$ cat src/rtl/piso_pkg.sv
`default_nettype none
// ============================================================================
// piso_pkg : shared types and sizing helpers for the PISO shifter
// Rev 1.0
// ============================================================================
package piso_pkg;

  typedef enum logic {
    IDLE  = 1'b0,
    SHIFT = 1'b1
  } piso_state_t;

  // Counter width for a WIDTH-bit word; holds 0 .. WIDTH-1.
  function automatic int cnt_w(input int width);
    return (width < 2) ? 1 : $clog2(width);
  endfunction

endpackage
`default_nettype wire

$ cat src/rtl/piso_bit_counter.sv
`default_nettype none
// ============================================================================
// piso_bit_counter : bit index within the word being shifted out
// Rev 1.0
// ============================================================================
module piso_bit_counter
  import piso_pkg::*;
#(
  parameter int WIDTH = 4
) (
  input  logic                      clk,
  input  logic                      reset_n,
  input  logic                      clear,
  input  logic                      enable,
  output logic [cnt_w(WIDTH)-1:0]   count,
  output logic                      terminal
);

  localparam int CW = cnt_w(WIDTH);
  localparam logic [CW-1:0] LAST = CW'(WIDTH - 1);

  assign terminal = (count == LAST);

  // Wraps at the terminal count so the index never exceeds WIDTH-1.
  always_ff @(posedge clk or negedge reset_n) begin
    if (!reset_n) begin
      count <= '0;
    end else if (clear) begin
      count <= '0;
    end else if (enable) begin
      if (terminal) begin
        count <= '0;
      end else begin
        count <= count + CW'(1);
      end
    end
  end

endmodule
`default_nettype wire

$ cat src/rtl/piso_shift_register_4bit.sv
`default_nettype none
// ============================================================================
// piso_shift_register_4bit : parallel-in serial-out shifter with load handshake
// Rev 1.0
// ============================================================================
module piso_shift_register_4bit
  import piso_pkg::*;
#(
  parameter int WIDTH     = 4,
  parameter bit MSB_FIRST = 1'b1
) (
  input  logic             clk,
  input  logic             reset_n,
  input  logic [WIDTH-1:0] load_data,
  input  logic             load_valid,
  output logic             load_ready,
  input  logic             shift_en,
  output logic             serial_out,
  output logic             serial_valid,
  output logic             first_bit,
  output logic             last_bit
);

  localparam int CW = cnt_w(WIDTH);

  piso_state_t      state;
  piso_state_t      state_next;
  logic [WIDTH-1:0] shreg;
  logic [WIDTH-1:0] shreg_shifted;
  logic             out_bit;
  logic [CW-1:0]    bit_cnt;
  logic             at_last;
  logic             shift_step;
  logic             word_done;
  logic             accept;

  assign shift_step = (state == SHIFT) && shift_en;
  assign word_done  = shift_step && at_last;

  // Gated by reset_n so load_ready reads 0 while reset is held.
  assign load_ready = reset_n && ((state == IDLE) || word_done);
  assign accept     = load_valid && load_ready;

  piso_bit_counter #(
    .WIDTH (WIDTH)
  ) u_bit_counter (
    .clk      (clk),
    .reset_n  (reset_n),
    .clear    (accept),
    .enable   (shift_step),
    .count    (bit_cnt),
    .terminal (at_last)
  );

  generate
    if (MSB_FIRST) begin : g_msb_first
      assign out_bit       = shreg[WIDTH-1];
      assign shreg_shifted = {shreg[WIDTH-2:0], 1'b0};
    end else begin : g_lsb_first
      assign out_bit       = shreg[0];
      assign shreg_shifted = {1'b0, shreg[WIDTH-1:1]};
    end
  endgenerate

  always_ff @(posedge clk or negedge reset_n) begin
    if (!reset_n) begin
      shreg <= '0;
    end else if (accept) begin
      shreg <= load_data;
    end else if (shift_step) begin
      shreg <= shreg_shifted;
    end
  end

  always_ff @(posedge clk or negedge reset_n) begin
    if (!reset_n) begin
      state <= IDLE;
    end else begin
      state <= state_next;
    end
  end

  always_comb begin
    state_next = state;
    case (state)
      IDLE: begin
        if (accept) begin
          state_next = SHIFT;
        end
      end
      SHIFT: begin
        if (word_done) begin
          state_next = accept ? SHIFT : IDLE;
        end
      end
      default: state_next = IDLE;
    endcase
  end

  always_comb begin
    serial_out   = 1'b0;
    serial_valid = 1'b0;
    first_bit    = 1'b0;
    last_bit     = 1'b0;
    if (state == SHIFT) begin
      serial_out   = out_bit;
      serial_valid = 1'b1;
      first_bit    = (bit_cnt == '0);
      last_bit     = at_last;
    end
  end

endmodule
`default_nettype wire

$ cat config.mk
export PLATFORM = sky130hd
export DESIGN_NAME = piso_shift_register_4bit
export DESIGN_NICKNAME = d
export VERILOG_FILES = /design/src/rtl/piso_pkg.sv /design/src/rtl/piso_bit_counter.sv /design/src/rtl/piso_shift_register_4bit.sv
export SDC_FILE = /design/constraint.sdc
export NUM_CORES = 1
export LEC_CHECK = 0
export CORE_AREA = 4 4 41 43
export DETAILED_ROUTE_END_ITERATION = 8
export DIE_AREA = 0 0 45 47
export PLACE_DENSITY_LB_ADDON = 0.12
export RECOVER_POWER = 50
export SYNTH_ARGS = -nofsm -noshare
export SYNTH_HDL_FRONTEND = slang
export SYNTH_SLANG_ARGS = --single-unit
$ cat constraint.sdc
create_clock -name clk -period 3.7 [get_ports clk]
set_input_delay 0.37 -clock clk [delete_from_list [all_inputs] [get_ports clk]]
set_output_delay 0.37 -clock clk [all_outputs]
set_load 0.05 [all_outputs]
* Yosys cells after proc, flatten, opt, wreduce, memory -nomap -nowiden
Cells that the tools add are included.
Widths: inputs -> output; s select.
** Storage, ports and cells
- Register bits after elaboration :: 7
- Latch bits :: 0
- RAM bits :: 0
- Memory bits (read-only) :: 0
- Input port bits :: 8
- Output and inout bits :: 5
- Memories kept :: 0
** Operators by class
- Add/subtract/negate cells :: 1
- Multipliers :: 0
- Divide/modulo/power cells :: 0
- Magnitude comparators :: 0
- Equality and inequality tests :: 1
- Shift-type cells :: 0
- Mux-type cells :: 12
- Bitwise logic cells :: 1
- Reductions and logical operators :: 7
** Operators with widths (number)
- $mux 4 :: 2
- $mux 1 :: 6
- $mux 2 :: 3
- $logic_and 1x1->1 :: 4
- $add 2x1->2 const B :: 1
- $eq 2x2->1 const B :: 1
- $logic_not 2->1 :: 1
- $pmux 1 s2 :: 1
- $reduce_bool 2->1 :: 1
- $logic_or 1x1->1 :: 1
- $not 1->1 :: 1

* Depth between registers and ports, before layout
Gate-level depths: netlist of run 1.
- Word-level depth :: 8
- Depth in mapped cells :: 5

* Hierarchy
From an unflattened synthesis of run 1, not the netlist that was laid out.
** Second synthesis, totals
- Cells, all modules :: 33
- Area total of the unflattened synthesis :: 414.1 um^2
** By module, submodules not included
- piso_shift_register_4bit :: times used 1, cells an instance 25, area an instance 314.1 um^2, seq. area each 125.1 um^2
- piso_bit_counter :: times used 1, cells an instance 8, area an instance 100.1 um^2, seq. area each 50.0 um^2

* Worst setup path before layout of run 1
Ideal clock, no wire load.
- Kind :: register -> output
- From :: reg state
- To :: out load_ready
- Arrival :: 1.291 ns
- Required time :: 3.330 ns
- Slack :: 2.039 ns
- Cell stages (with the launch flop) :: 3
- Buffers on the path :: 0
- Cell sequence :: dfrtp_1 -> a21bo_2 -> and2_1
** On the way
- Longest elaborated chain between the ends :: 4
** Ends and longest elaborated chain
- start, declared :: line piso_shift_register_4bit.sv:26 : piso_state_t state;
- start signal, assigned :: line piso_shift_register_4bit.sv:79 : state <= state_next;
- $logic_and 1x1->1 :: line piso_shift_register_4bit.sv:37 : assign shift_step = (state == SHIFT) && shift_en;
- $logic_and 1x1->1 :: line piso_shift_register_4bit.sv:38 : assign word_done = shift_step && at_last;
- $logic_or 1x1->1 * :: line piso_shift_register_4bit.sv:41 : assign load_ready = reset_n && ((state == IDLE) || word_done);
- $logic_and 1x1->1 * :: line piso_shift_register_4bit.sv:41
- end, declared :: line piso_shift_register_4bit.sv:16 : output logic load_ready,
Every way passes the cells marked *; elsewhere a longest branch is shown, timed or not.

* Worst setup path after layout of run 1
- From :: in reset_n
- To :: out load_ready
** On the way
- Longest elaborated chain between the ends :: 1
** Ends and longest elaborated chain
- start, declared :: line piso_shift_register_4bit.sv:13 : input logic reset_n,
- $logic_and 1x1->1 :: line piso_shift_register_4bit.sv:41
No other way between the ends.

==> out/metrics.csv, run 1 <==
metric;value;unit
rsz0062_at_grt;false;
nets;62;
synth_top_family_by_area;multiplexers;
max_freq;403.1;MHz
r2r-start;u_bit_counter.count[0];
synth_ff_type;dfrtp_1;
dp_slack;1.252;ns
grt_max_degree;10;
outcome;completed;
cts_buffers;3;
ff2ff_path_depth;4;
root_buffer;clkbuf_4;
clk_transition_reported_paths;0.06;ns
grt_overflow;0;
finClkSkew;0.01106;ns
worst-r2r-setup-slack;1.97;ns
cts_max_level;1;
vdd.ir_drop.worst;0.3995;mV
final_max_slew_viol_count;0;
path_max_fanout;9;
arrival;2.11;ns
dieArea;2115;sq um
postCtsHoldBufs;0;
synthTopCellsByCount;dfrtp_1, nand2_1, and2_1;
placed_cell_area;534.3;sq um
leakagePower;0.2618;nW
ant_nets;0;
n_antenna_cell;0;
tightest_slew;0.6134;ns
wl_per_cell;10.06;microns
power_density;830.5;nW/um^2
hold_violations;0;
vias;289;
ys_types;14;
antenna_found_initial;0;
cp-end-kind;output port;
avgSynthCellArea;11.30;sq um
power_frac_seq;0.287;
cts_resized;0;
final_area;554.3;sq um
max_cap_violations;0;
clock_sinks;7;
drt_first_iter_violations;0;
total_power;460.3;uW
ys_ff_latch;7;
cts_tree;yes;
gp_congestion;0.6761;
synth_edf_count;0;
fin_crit_sh;0.6705;
start_kind;input pin;
synth-simple-area-share;0.1723;
p_switching;193.5;uW
path_class;in2out;
critPathSlowestCell;clkdlybuf4s50_1;
drive_gt1_frac;0.2157;
netlist_instances;36;
num_rows;13;
tns;0;ns
die_y;47;microns
synth_xor_area_frac;0;
yosys_warnings;0;
boundaryPins;13;
pwr-share-clk;0.150;
cpPeakStageDelay;0.79;ns
clk_latency;0.25;ns
fillers;138;
yosysTopAreaCellShare;0.4308;
required;3.33;ns
firstDrtPassIters;1;
vias_per_cell;4.379;
synthMostInstantiatedCell;dfrtp_1;
dieWidth;45;microns
drc;0;
final_util;0.4260;
min_path_type;in2async;
fin_crit;2.481;ns
port_buffers;12;
timing.rr.end;shreg[1];
combPwrFrac;0.563;
async_flop_share;1.000;
netlist_area;406.6;sq um
synth_area_leaders;dfrtp_1, mux2_4, mux2_2;
fin_ws;1.219;ns
synth.area.mux_share;0.2431;
p_int;266.8;uW
postCtsSetupBuffers;0;
core;1301;sq um
synth-adder-area-share;0.06154;
start_util;0.3125;
switching_share;0.4204;
postRouteWirelength;664;microns
setup_violations;0;
path_cells;dlygate4sd3_1 > and2_1 > clkdlybuf4s50_1;
yosys.area.top_type;dfrtp_1;
cts_buffer_depth;2;
synth-compound-area-share;0.03692;
slew_headroom;0.5902;
first_global_vias;279;
synthesis.nets;46;
grt_pass1_wl;1152;microns
seq_area_frac_synth;0.4308;
grt_usage;0.07576;
area_growth;36.31;%
-- cell type report --
class | instances | area (sq um) | area share
Clock buffer | 3 | 22.52 | 0.04063
Clock inverter | 1 | 5.005 | 0.009029
Inverter | 3 | 11.26 | 0.02032
Multi-Input combinational cell | 25 | 201.4 | 0.3634
Sequential cell | 7 | 175.2 | 0.3160
Tap cell | 15 | 18.77 | 0.03386
Timing Repair Buffer | 12 | 120.1 | 0.2167
-- placed cells by master (no fill, tap or decap) --
cell type	count
a21bo_2	1
a21oi_1	1
and2_1	4
clkbuf_4	3
clkdlybuf4s50_1	11
clkinv_2	1
dfrtp_1	7
dlygate4sd3_1	1
ha_1	2
inv_1	3
mux2_2	3
mux2_4	3
mux2i_1	2
nand2_1	5
nand3_1	1
nor2_1	2
nor2b_1	1
-- power by group through the flow --
stage / Sequential, mW / Clock, mW / Combinational, mW
after floorplan: 0.144 / 0 / 0.187
after CTS: 0.133 / 0.0728 / 0.268
after global routing: 0.139 / 0.0756 / 0.281
final: 0.132 / 0.0690 / 0.259
after detailed placement: 0.135 / 0 / 0.267
after global placement: 0.133 / 0 / 0.265
-- how the worst max path moves through the flow --
stage,from,end,slack [ns]
CTS,reset_n,load_ready,1.25
finish,reset_n,load_ready,1.22
floorplan,state,load_ready,2.04
global route,reset_n,load_ready,1.15
detailed placement,reset_n,load_ready,1.25
global placement,reset_n,load_ready,1.30
-- critical path, delay by kind of cell --
| family | cells | cell delay [ns] |
|---|---|---|
| and+or+nand+nor | 1 | 0.18 |
| buffers and inverters | 2 | 1.55 |
-- layer usage --
| layer | up-vias | share of wire | GRT usage |
|---|---|---|---|
| met2 | 8 | 0.50 | 0.1073 |
| met5 | - | 0 | 0 |
| met4 | 0 | 0 | 0.05263 |
| met1 | 130 | 0.44 | 0.09813 |
| met3 | 0 | 0.059 | 0.02299 |
| li1 | 151 | - | - |
-- cell families (layout without fill, tap and decap cells) --
logic type / after synthesis / in the layout
flip-flops: 7 / 7
AND/OR/NAND/NOR: 13 / 13
multiplexers: 8 / 8
AO/OA/AOI/OAI: 2 / 2
buffers and inverters: 4 / 19
adder cells (fa/ha/maj): 2 / 2
-- stage by stage --
stage / hold WS (ns) / instances
floorplan: 0.07441 / 36
global placement: 0.5141 / 62
detailed placement: 0.5201 / 62
CTS: 0.3984 / 66
global route: 0.4770 / 66
finish: 0.4636 / 66
-- registers in the layout, indices dropped and copies added (netlist names) --
signal               count
shreg                    4
u_bit_counter.count      2
state                    1
Note: power is estimated with default switching activity, not from simulation.
==> run 2: changes to the inputs <==
==> constraint.sdc (replaced) <==
create_clock -name clk -period 2.06 [get_ports clk]
set_input_delay 0.206 -clock clk [delete_from_list [all_inputs] [get_ports clk]]
set_output_delay 0.206 -clock clk [all_outputs]
set_load 0.05 [all_outputs]
==> run 2 against run 1 <==
Final cell count rose by 1.5%. Total power rose by 84%. Register-to-register slack got worse by 1.7 ns. Clock-buffer cell count rose by 1. First-iteration DRC count rose by 3. Flip-flop and latch count did not move. Global-route usage rose by 1.4 points. Clock power rose by 80%. Combinational power rose by 88%. Non-clock buffer count rose by 1. Core utilization rose by 0.96 points. Design area rose by 2.3%. Critical endpoint is now last_bit.
==> out/metrics.csv, run 2 (synthesis gave the netlist of run 1 again) <==
metric;value;unit;change
outcome;completed;;unchanged
max_cap_violations;0;;unchanged
dieWidth;45;microns;unchanged
final_common_cell;clkdlybuf4s50_1;;unchanged
fin_crit;1.966;ns;
met2_usage;0.1384;;was 0.1073
path_max_fanout;4;;was 9
firstDrtPassIters;2;;was 1
finClkSkew;0.002558;ns;was 0.01106 ns
first_global_vias;313;;was 279
critical_path.endpoint;last_bit;;was load_ready
start_kind;flop;;was input pin
cpPeakStageDelay;0.79;ns;about the same
core;1301;sq um;unchanged
r2r-start;u_bit_counter.count[0];;unchanged
die_y;47;microns;unchanged
cts_buffers;3;;unchanged
grt_usage;0.08931;;was 0.07576
multi_input_area;201.4;sq um;unchanged
timing.critical_path.buf_inv;1;;was 2
drc;0;;unchanged
startpoint;u_bit_counter.count[0];;was reset_n
tns;0;ns;unchanged
drive_gt1_frac;0.2115;;was 0.2157
grt_overflow;0;;unchanged
grt_util_met1;0.09813;;unchanged
antenna_found_initial;0;;unchanged
start_util;0.3125;;unchanged
n_antenna_cell;0;;unchanged
worst-r2r-setup-slack;0.30;ns;was 1.97 ns
drt_first_iter_violations;3;;was 0
setup_violations;0;;unchanged
critPathSlowestCell;clkdlybuf4s50_1;;unchanged
arrival;1.76;ns;was 2.11 ns
grt_util_met3;0.02299;;unchanged
postRouteWirelength;726;microns;was 664 microns
critical-path-top-delay-family;buffers and inverters;;unchanged
timing.hold.ws;0.4227;ns;was 0.4636 ns
boundaryPins;13;;unchanged
gp_congestion;0.6382;;was 0.6761
vias_per_cell;4.478;;was 4.379
ff2ff_path_depth;4;;unchanged
path_cells;ha_1 > and2_1 > clkdlybuf4s50_1;;was dlygate4sd3_1 > and2_1 > clkdlybuf4s50_1
top_regs;shreg (4), u_bit_counter.count (2), state (1);;unchanged
clk_latency;0.25;ns;about the same
tightest_slew;0.6762;ns;was 0.6134 ns
postCtsSetupBuffers;0;;unchanged
final_max_slew_viol_count;0;;unchanged
wl_per_cell;10.84;microns;was 10.06 microns
area_growth;39.38;%;was 36.31%
cts_tree;yes;;unchanged
power_density;1498;nW/um^2;was 830.5 nW/um^2
grt_max_degree;9;;was 10
leakagePower;0.2652;nW;was 0.2618 nW
fillers;143;;was 138
cts_max_level;1;;unchanged
cts_buffer_depth;2;;unchanged
max_freq;508.8;MHz;
top_register;shreg;;unchanged
clock_sinks;7;;unchanged
required;1.85;ns;was 3.33 ns
nets;63;;was 62
hold_violations;0;;unchanged
largest_reg_flops;4;;unchanged
mostFrequentLayoutCells;clkdlybuf4s50_1, dfrtp_1, nand2_1;;unchanged
register_area;175.2;sq um;unchanged
vdd.ir_drop.worst;0.5061;mV;was 0.3995 mV
path_class;reg2out;;was in2out
root_buffer;clkbuf_4;;unchanged
fin_crit_sh;0.9542;;
dieArea;2115;sq um;unchanged
top_usage_layer;met2;;unchanged
rsz0062_at_grt;false;;unchanged
num_rows;13;;unchanged
ant_nets;0;;unchanged
min_path_type;in2async;;unchanged
post-dp-hpwl;581.5;microns;
grt_pass1_wl;1283;microns;was 1152 microns
slew_headroom;0.5483;;was 0.5902
cp-end-kind;output port;;unchanged
crit_cells;3;;unchanged
port_buffers;12;;unchanged
vias;300;;was 289
total_power;849.2;uW;was 460.3 uW
clk_transition_reported_paths;0.05;ns;was 0.06 ns
cts_resized;0;;unchanged
postCtsHoldBufs;0;;unchanged
timing.rr.end;shreg[2];;was shreg[1]
[run 2: cell types whose count changed in the layout (fill, tap and decap cells not counted), sizes merged]
cell	previous run	this run
buf	0	1
clkdlybuf4s50	11	10
clkinv	1	0
clkbuf	3	5
[run 2: metal layers]
metal | share of wire | vias to the layer above
met5 | 0 | -
met2 | 0.55 | 8
li1 | - | 148
met3 | 0.055 | 0
met1 | 0.39 | 144
met4 | 0 | 0
[run 2: how the worst min path moves through the flow]
stage              from       end  slack, ns
4_1_cts         reset_n  shreg[0]       0.26
5_1_grt         reset_n  shreg[0]       0.46
3_3_place_gp   shreg[0]  shreg[0]       0.51
2_1_floorplan   reset_n  shreg[0]      -0.09
3_5_place_dp    reset_n     state       0.53
6_report        reset_n  shreg[0]       0.42
[run 2: where the power goes]
group / switching, mW / internal [mW] / total, mW
Clock: 0.0498 / 0.0739 / 0.124
Sequential: 0.0415 / 0.196 / 0.238
Combinational: 0.261 / 0.226 / 0.488
Total: 0.353 / 0.497 / 0.849
[run 2: per-stage QoR]
stage	worst slack (ns)	cell area [sq um]	utilization	std cells
after floorplan	0.4521	406.6	-	36
after global placement	0.3840	551.8	0.4240	63
after detailed placement	0.3586	551.8	0.4240	63
after CTS	0.07454	578.1	0.4442	67
after global routing	0.006048	566.8	0.4356	67
final	0.09445	566.8	0.4356	67
[run 2: cell type report]
type,count,area share
multi-input combinational,25,0.3554
tap,15,0.03311
clock buffer,4,0.04636
sequential,7,0.3091
timing repair buffer,13,0.2362
inverter,3,0.01987
==> run 3: changes to the inputs <==
--- a/config.mk
+++ b/config.mk
@@ -6,10 +6,12 @@
 export NUM_CORES = 1
 export LEC_CHECK = 0
 export CORE_AREA = 4 4 41 43
+export CTS_CLUSTER_SIZE = 40
 export DETAILED_ROUTE_END_ITERATION = 8
 export DIE_AREA = 0 0 45 47
 export PLACE_DENSITY_LB_ADDON = 0.12
 export RECOVER_POWER = 50
+export SLEW_MARGIN = 10
 export SYNTH_ARGS = -nofsm -noshare
 export SYNTH_HDL_FRONTEND = slang
 export SYNTH_SLANG_ARGS = --single-unit
==> results of run 3 <==
No change in the layout: final DEF, timing and power equal those of run 2.
